==> src/rtl/l1_mmu_arbiter_if.sv <==
// rtl/l1_mmu_arbiter_if.sv - instruction/data L1 request ports and shared MMU port
interface l1_mmu_arbiter_if;
    logic        i_req;
    logic        i_req_read;
    logic        i_req_write;
    logic [31:0] i_req_addr;
    logic [31:0] i_write_data;
    logic        i_read_done;
    logic        i_write_done;
    logic        i_volatile;
    logic [31:0] i_read_data;

    logic        d_req;
    logic        d_req_read;
    logic        d_req_write;
    logic [31:0] d_req_addr;
    logic [31:0] d_write_data;
    logic        d_read_done;
    logic        d_write_done;
    logic        d_volatile;
    logic [31:0] d_read_data;

    logic        mmu_req;
    logic        mmu_req_read;
    logic        mmu_req_write;
    logic [31:0] mmu_addr;
    logic [31:0] mmu_write_data;
    logic        mmu_read_done;
    logic        mmu_write_done;
    logic        mmu_volatile;
    logic [31:0] mmu_read_data;

    logic        owner;
    logic        timeout_err;

    modport master (
        input  i_req, i_req_read, i_req_write, i_req_addr, i_write_data,
        output i_read_done, i_write_done, i_volatile, i_read_data,
        input  d_req, d_req_read, d_req_write, d_req_addr, d_write_data,
        output d_read_done, d_write_done, d_volatile, d_read_data,
        output mmu_req, mmu_req_read, mmu_req_write, mmu_addr, mmu_write_data,
        input  mmu_read_done, mmu_write_done, mmu_volatile, mmu_read_data,
        output owner, timeout_err
    );

    modport slave (
        output i_req, i_req_read, i_req_write, i_req_addr, i_write_data,
        input  i_read_done, i_write_done, i_volatile, i_read_data,
        output d_req, d_req_read, d_req_write, d_req_addr, d_write_data,
        input  d_read_done, d_write_done, d_volatile, d_read_data,
        input  mmu_req, mmu_req_read, mmu_req_write, mmu_addr, mmu_write_data,
        output mmu_read_done, mmu_write_done, mmu_volatile, mmu_read_data,
        input  owner, timeout_err
    );
endinterface

==> src/rtl/l1_mmu_arbiter.sv <==
// rtl/l1_mmu_arbiter.sv - round-robin arbiter of I/D L1 requests onto one MMU port with stall timeout
module l1_mmu_arbiter #(
    parameter int TIMEOUT_CYCLES = 1023
) (
    input  logic              sys_clk,
    input  logic              rst,
    l1_mmu_arbiter_if.master  bus
);
    typedef enum logic [1:0] {IDLE, GRANT_I, GRANT_D, RELEASE} state_t;

    localparam logic [15:0] TIMEOUT_LIM = 16'(TIMEOUT_CYCLES);

    state_t      state_q;
    logic        owner_q;
    logic        last_owner_q;
    logic        req_q;
    logic        rd_q;
    logic        wr_q;
    logic [31:0] addr_q;
    logic [31:0] wdata_q;
    logic [15:0] timer_q;
    logic        err_q;

    logic        i_valid;
    logic        d_valid;
    logic        pick_d;
    logic        in_grant;
    logic        mmu_done;
    logic        timeout;

    // A request with no type asserted is invisible to arbitration.
    assign i_valid  = bus.i_req & (bus.i_req_read | bus.i_req_write);
    assign d_valid  = bus.d_req & (bus.d_req_read | bus.d_req_write);
    assign pick_d   = d_valid & (~i_valid | ~last_owner_q);
    assign in_grant = (state_q == GRANT_I) || (state_q == GRANT_D);
    assign mmu_done = bus.mmu_read_done | bus.mmu_write_done;
    assign timeout  = in_grant & ~mmu_done & (timer_q == TIMEOUT_LIM);

    always_ff @(posedge sys_clk) begin
        if (rst) begin
            state_q      <= IDLE;
            owner_q      <= 1'b0;
            last_owner_q <= 1'b1;
            req_q        <= 1'b0;
            rd_q         <= 1'b0;
            wr_q         <= 1'b0;
            addr_q       <= 32'd0;
            wdata_q      <= 32'd0;
            timer_q      <= 16'd0;
            err_q        <= 1'b0;
        end else begin
            case (state_q)
                IDLE: begin
                    if (i_valid || d_valid) begin
                        state_q <= pick_d ? GRANT_D : GRANT_I;
                        owner_q <= pick_d;
                        req_q   <= 1'b1;
                        timer_q <= 16'd0;
                        if (pick_d) begin
                            addr_q  <= bus.d_req_addr;
                            wdata_q <= bus.d_write_data;
                            rd_q    <= bus.d_req_read;
                            wr_q    <= bus.d_req_write & ~bus.d_req_read;
                        end else begin
                            addr_q  <= bus.i_req_addr;
                            wdata_q <= bus.i_write_data;
                            rd_q    <= bus.i_req_read;
                            wr_q    <= bus.i_req_write & ~bus.i_req_read;
                        end
                    end
                end
                GRANT_I, GRANT_D: begin
                    // The owner's req is deliberately ignored here: only MMU done or timeout ends it.
                    if (mmu_done || timeout) begin
                        state_q      <= RELEASE;
                        last_owner_q <= owner_q;
                        req_q        <= 1'b0;
                        rd_q         <= 1'b0;
                        wr_q         <= 1'b0;
                        addr_q       <= 32'd0;
                        wdata_q      <= 32'd0;
                        if (timeout) begin
                            err_q <= 1'b1;
                        end
                    end else begin
                        timer_q <= timer_q + 16'd1;
                    end
                end
                RELEASE: state_q <= IDLE;
                default: state_q <= IDLE;
            endcase
        end
    end

    logic        rd_done;
    logic        wr_done;
    logic        vol;
    logic [31:0] rdata;

    always_comb begin
        rd_done = 1'b0;
        wr_done = 1'b0;
        vol     = 1'b0;
        rdata   = 32'd0;
        if (in_grant && !rst) begin
            rd_done = bus.mmu_read_done | (timeout & rd_q);
            wr_done = bus.mmu_write_done | (timeout & wr_q);
            vol     = bus.mmu_volatile | timeout;
            rdata   = timeout ? 32'd0 : bus.mmu_read_data;
        end
    end

    assign bus.i_read_done    = rd_done & ~owner_q;
    assign bus.i_write_done   = wr_done & ~owner_q;
    assign bus.i_volatile     = vol & ~owner_q;
    assign bus.i_read_data    = owner_q ? 32'd0 : rdata;
    assign bus.d_read_done    = rd_done & owner_q;
    assign bus.d_write_done   = wr_done & owner_q;
    assign bus.d_volatile     = vol & owner_q;
    assign bus.d_read_data    = owner_q ? rdata : 32'd0;

    assign bus.mmu_req        = req_q;
    assign bus.mmu_req_read   = rd_q;
    assign bus.mmu_req_write  = wr_q;
    assign bus.mmu_addr       = addr_q;
    assign bus.mmu_write_data = wdata_q;
    assign bus.owner          = owner_q;
    assign bus.timeout_err    = err_q;
endmodule

==> src/flat_wrapper.sv <==
// flat-port wrapper written by rule: the top's interface ports become plain ports
module l1_mmu_arbiter_flat 
#(
    parameter int TIMEOUT_CYCLES = 1023
)
  (sys_clk, rst, bus_i_req, bus_i_req_read, bus_i_req_write, bus_i_req_addr, bus_i_write_data, bus_i_read_done, bus_i_write_done, bus_i_volatile, bus_i_read_data, bus_d_req, bus_d_req_read, bus_d_req_write, bus_d_req_addr, bus_d_write_data, bus_d_read_done, bus_d_write_done, bus_d_volatile, bus_d_read_data, bus_mmu_req, bus_mmu_req_read, bus_mmu_req_write, bus_mmu_addr, bus_mmu_write_data, bus_mmu_read_done, bus_mmu_write_done, bus_mmu_volatile, bus_mmu_read_data, bus_owner, bus_timeout_err);
  l1_mmu_arbiter_if bus_i ();
  input  logic sys_clk;
  input  logic rst;
  input wire logic [$bits(bus_i.i_req)-1:0] bus_i_req;
  input wire logic [$bits(bus_i.i_req_read)-1:0] bus_i_req_read;
  input wire logic [$bits(bus_i.i_req_write)-1:0] bus_i_req_write;
  input wire logic [$bits(bus_i.i_req_addr)-1:0] bus_i_req_addr;
  input wire logic [$bits(bus_i.i_write_data)-1:0] bus_i_write_data;
  output wire logic [$bits(bus_i.i_read_done)-1:0] bus_i_read_done;
  output wire logic [$bits(bus_i.i_write_done)-1:0] bus_i_write_done;
  output wire logic [$bits(bus_i.i_volatile)-1:0] bus_i_volatile;
  output wire logic [$bits(bus_i.i_read_data)-1:0] bus_i_read_data;
  input wire logic [$bits(bus_i.d_req)-1:0] bus_d_req;
  input wire logic [$bits(bus_i.d_req_read)-1:0] bus_d_req_read;
  input wire logic [$bits(bus_i.d_req_write)-1:0] bus_d_req_write;
  input wire logic [$bits(bus_i.d_req_addr)-1:0] bus_d_req_addr;
  input wire logic [$bits(bus_i.d_write_data)-1:0] bus_d_write_data;
  output wire logic [$bits(bus_i.d_read_done)-1:0] bus_d_read_done;
  output wire logic [$bits(bus_i.d_write_done)-1:0] bus_d_write_done;
  output wire logic [$bits(bus_i.d_volatile)-1:0] bus_d_volatile;
  output wire logic [$bits(bus_i.d_read_data)-1:0] bus_d_read_data;
  output wire logic [$bits(bus_i.mmu_req)-1:0] bus_mmu_req;
  output wire logic [$bits(bus_i.mmu_req_read)-1:0] bus_mmu_req_read;
  output wire logic [$bits(bus_i.mmu_req_write)-1:0] bus_mmu_req_write;
  output wire logic [$bits(bus_i.mmu_addr)-1:0] bus_mmu_addr;
  output wire logic [$bits(bus_i.mmu_write_data)-1:0] bus_mmu_write_data;
  input wire logic [$bits(bus_i.mmu_read_done)-1:0] bus_mmu_read_done;
  input wire logic [$bits(bus_i.mmu_write_done)-1:0] bus_mmu_write_done;
  input wire logic [$bits(bus_i.mmu_volatile)-1:0] bus_mmu_volatile;
  input wire logic [$bits(bus_i.mmu_read_data)-1:0] bus_mmu_read_data;
  output wire logic [$bits(bus_i.owner)-1:0] bus_owner;
  output wire logic [$bits(bus_i.timeout_err)-1:0] bus_timeout_err;
  assign bus_i.i_req = bus_i_req;
  assign bus_i.i_req_read = bus_i_req_read;
  assign bus_i.i_req_write = bus_i_req_write;
  assign bus_i.i_req_addr = bus_i_req_addr;
  assign bus_i.i_write_data = bus_i_write_data;
  assign bus_i_read_done = bus_i.i_read_done;
  assign bus_i_write_done = bus_i.i_write_done;
  assign bus_i_volatile = bus_i.i_volatile;
  assign bus_i_read_data = bus_i.i_read_data;
  assign bus_i.d_req = bus_d_req;
  assign bus_i.d_req_read = bus_d_req_read;
  assign bus_i.d_req_write = bus_d_req_write;
  assign bus_i.d_req_addr = bus_d_req_addr;
  assign bus_i.d_write_data = bus_d_write_data;
  assign bus_d_read_done = bus_i.d_read_done;
  assign bus_d_write_done = bus_i.d_write_done;
  assign bus_d_volatile = bus_i.d_volatile;
  assign bus_d_read_data = bus_i.d_read_data;
  assign bus_mmu_req = bus_i.mmu_req;
  assign bus_mmu_req_read = bus_i.mmu_req_read;
  assign bus_mmu_req_write = bus_i.mmu_req_write;
  assign bus_mmu_addr = bus_i.mmu_addr;
  assign bus_mmu_write_data = bus_i.mmu_write_data;
  assign bus_i.mmu_read_done = bus_mmu_read_done;
  assign bus_i.mmu_write_done = bus_mmu_write_done;
  assign bus_i.mmu_volatile = bus_mmu_volatile;
  assign bus_i.mmu_read_data = bus_mmu_read_data;
  assign bus_owner = bus_i.owner;
  assign bus_timeout_err = bus_i.timeout_err;
  l1_mmu_arbiter #(.TIMEOUT_CYCLES(TIMEOUT_CYCLES)) u_core (.sys_clk(sys_clk), .rst(rst), .bus(bus_i));
endmodule
==> config.mk <==
export PLATFORM = sky130hd
export DESIGN_NAME = l1_mmu_arbiter_flat
export DESIGN_NICKNAME = d
export VERILOG_FILES = /design/src/rtl/l1_mmu_arbiter_if.sv /design/src/rtl/l1_mmu_arbiter.sv /design/src/flat_wrapper.sv
export SDC_FILE = /design/constraint.sdc
export NUM_CORES = 1
export LEC_CHECK = 0
export CORE_ASPECT_RATIO = 0.8
export CORE_MARGIN = 8
export CORE_UTILIZATION = 39
export DETAILED_ROUTE_END_ITERATION = 10
export HOLD_SLACK_MARGIN = 0.1
export PLACE_DENSITY = 0.86
export SLEW_MARGIN = 0
export SYNTH_ARGS = -nofsm -noshare
export SYNTH_HDL_FRONTEND = slang
export SYNTH_SLANG_ARGS = --single-unit
export TNS_END_PERCENT = 1
==> constraint.sdc <==
create_clock -name sys_clk -period 4 [get_ports sys_clk]
set_input_delay 0.8 -clock sys_clk [delete_from_list [all_inputs] [get_ports sys_clk]]
set_output_delay 0.8 -clock sys_clk [all_outputs]
set_load 0.02 [all_outputs]
==> out/results.ini <==
[route]
first_iter_violations = 351
drc_errors = 0
num_vias = 5152
wl_mm = 19.0
dr.pass1.iters = 7
drt-wirelength-per-cell_um = 19.2
ant_nets = 0
via_per_inst = 5.21

[setup_path]
worstRegToRegCells = 6
cp-end-kind = output pin
r2r-start = u_core.timer_q[10]
critPathBufInv = 2
slowest_delay_ns = 0.56
cp.required_ns = 3.20
crit_slowest_cell = clkdlybuf4s50_1
cp-startpoint = u_core.timer_q[10]
r2r_slack_ns = 1.49
critPathKind = flip-flop to output pin
worstPathMaxFanout = 32
cp-start-kind = flip-flop
cp_data_arrival_time_ns = 3.06
cpMostUsedCell = or4_4
path_delay_family = simple AND/OR/NAND/NOR gates
r2r-end = u_core.bus.mmu_addr[8]
crit_chain = or4_4 -> or4_4 -> nor2_2 -> nor2_1 -> buf_4 -> and2_1 -> clkdlybuf4s50_1

[power]
p_leak_nw = 3.18
p_int_w = 0.00292
ir_worst_vdd_v = 0.000335
clockPowerShare = 0.188
switching_share = 0.405
power_density_nw_per_um2 = 597
power_frac_comb = 0.566
p_total_w = 0.00490
p_switching_w = 0.00198
seq_power_share = 0.246

[floorplan]
dieArea_sq_um = 15800
die_y_um = 114
boundaryPins = 310
core_sq_um = 12000
die_x_um = 139
start_util = 0.392
rows = 36

[global_routing]
antenna_found_initial = 0
grt_use_met2 = 0.420
grt_max_degree = 81
grt_use_total = 0.226
grt.overflow.total = 0
grtUsageMet3 = 0.0667
grtUsageMet1 = 0.248
grt_pass1_wl_mm = 28.8
gr-max-usage-layer = met2
grt_pass1_vias = 5315

[synthesis]
synth_top_cell_by_area = dfxtp_1
ys_seq_area_frac = 0.375
yosys-top-cells-area = dfxtp_1 (38%), mux2i_1 (14%), a2bb2oi_1 (11%), and2_1 (9.1%), nor2_1 (6.7%)
ys_ff_latch = 88
synth_edf_count = 0
ys_types = 42
syn_area_sq_um = 4690
synth_fp_nets = 715
syn_inst = 541
ys_async_sr_fraction = 0
synth_ff_type = dfxtp_1
synth_top_area_frac = 0.375
yosysWarnings = 0
syn_avg_cell_area_sq_um = 8.68

[timing]
setup_ws_ns = 0.140
max_freq_ghz = 0.259
finClkSkew_ns = 0.00924
rsz0062_at_grt = false
finalSetupViolations = 0
hold_viol_final = 0
final.setup.tns_ns = 0
maxSlewHeadroom = 0.427
period_share = 0.965
finalMaxSlewViolations = 0
worst_slew_pin_slew_ns = 0.859
period_needed_ns = 3.86
finalHoldWorstSlack_ns = 0.462

[place]
hpwl_mm = 15.4
place_area_sq_um = 7890
port-buffer-count = 309
routabilityCongestion = 0.891
pre_cts_slack_ns = 0.237

[clock_tree]
numCtsBuffers = 9
cts_setup_buffers = 0
root_buffer = clkbuf_16
clk_pin_slew_ns = 0.06
clkSinkCount = 88
cts_resized = 0
h-tree-depth = 3
cts_tree = built
clockBufferDepth = 2
ctsHoldBuffers = 0
clk-insertion-delay-late_ns = 0.34

[finish]
nFillCells = 913
area_growth_pct = 75.1
drive_gt1_frac = 0.0478
final_area_sq_um = 8220
nets = 1006
n_antenna_cell = 0

[status]
status = completed

[min_path]
min_delay_worst_endpoint = u_core.bus.mmu_addr[7]
hold_path_class = flip-flop to flip-flop
min_path_cells = 1
min_from = u_core.bus.mmu_addr[7]

[flow_run]
maxCapViolCount = 0

## final cells by class
type / count / area [sq um] / share of cell area
Clock buffer: 10 / 229 / 0.0279
Tap cell: 152 / 190 / 0.0231
Timing Repair Buffer: 323 / 3190 / 0.389
Inverter: 5 / 18.8 / 0.00228
Sequential cell: 88 / 1760 / 0.214
Clock inverter: 6 / 97.6 / 0.0119
Multi-Input combinational cell: 405 / 2730 / 0.332
## routing by layer
layer  up-vias  routed length, um
li1       2502                  -
met1      2446               7410
met2       183              10100
met3        21               1200
met4         0                289
met5         -                  0
## cells in the mapped netlist, types with 3 or more instances
| master | n |
|---|---|
| clkbuf_1 | 30 |
| nand2_1 | 22 |
| or3_1 | 7 |
| o2bb2ai_1 | 6 |
| mux2i_1 | 68 |
| a21o_1 | 7 |
| a311oi_1 | 5 |
| dfxtp_1 | 88 |
| a2bb2oi_1 | 60 |
| nor2_1 | 84 |
| a21oi_1 | 16 |
| nor3_1 | 9 |
| and2_1 | 68 |
| ha_1 | 3 |
| nand3_1 | 8 |
| o21ai_0 | 7 |
| buf_2 | 11 |
| inv_1 | 5 |
## metrics by stage
stage,instances,utilization
final,989,0.686
after detailed placement,973,0.659
after global routing,989,0.686
after CTS,989,0.686
after global placement,973,0.659
after floorplan,541,-
## cells by family (layout without fill, tap and decap cells)
logic type	Yosys count	after routing	share of synthesized area
AOI/OAI and AO/OA	116	116	0.192
adders and majority gates	3	3	0.00800
buffers and inverters	48	344	0.0445
DFF	88	88	0.375
muxes	69	69	0.147
and+or+nand+nor	217	217	0.233
## state kept, by name (all words and copies together), names as in the netlist
signal,flops
u_core.last_owner_q,1
u_core.bus.mmu_req_write,1
u_core.bus.mmu_req,1
u_core.bus.mmu_req_read,1
u_core.timer_q,16
u_core.state_q,2
u_core.bus.timeout_err,1
u_core.bus.mmu_addr,32
u_core.bus.owner,1
u_core.bus.mmu_write_data,32
## worst max path at each step
stage | endpoint | cells past startpoint
finish | bus_i_read_data[19] | 7
global route | bus_i_read_data[19] | 7
CTS | bus_i_read_data[19] | 7
detailed placement | bus_i_read_data[19] | 8
global placement | bus_d_read_data[10] | 8
floorplan | bus_d_read_data[10] | 6
## power groups by stage
stage                     combinational, W  clock, W  sequential [W]
final                              0.00278  0.000921         0.00121
after global routing               0.00297  0.000979         0.00123
after CTS                          0.00279  0.000938         0.00121
after detailed placement           0.00278         0         0.00122
after global placement             0.00271         0         0.00121
after floorplan                    0.00146         0         0.00143
## cells in the final DEF, fill, tap and decap left out, types with 14 or more instances in the layout
master / instances
a21oi_1: 16
a2bb2oi_1: 60
and2_1: 68
buf_4: 14
clkdlybuf4s50_1: 308
dfxtp_1: 88
mux2i_1: 68
nand2_1: 22
nor2_1: 84
Note: power is estimated with default switching activity, not from simulation.
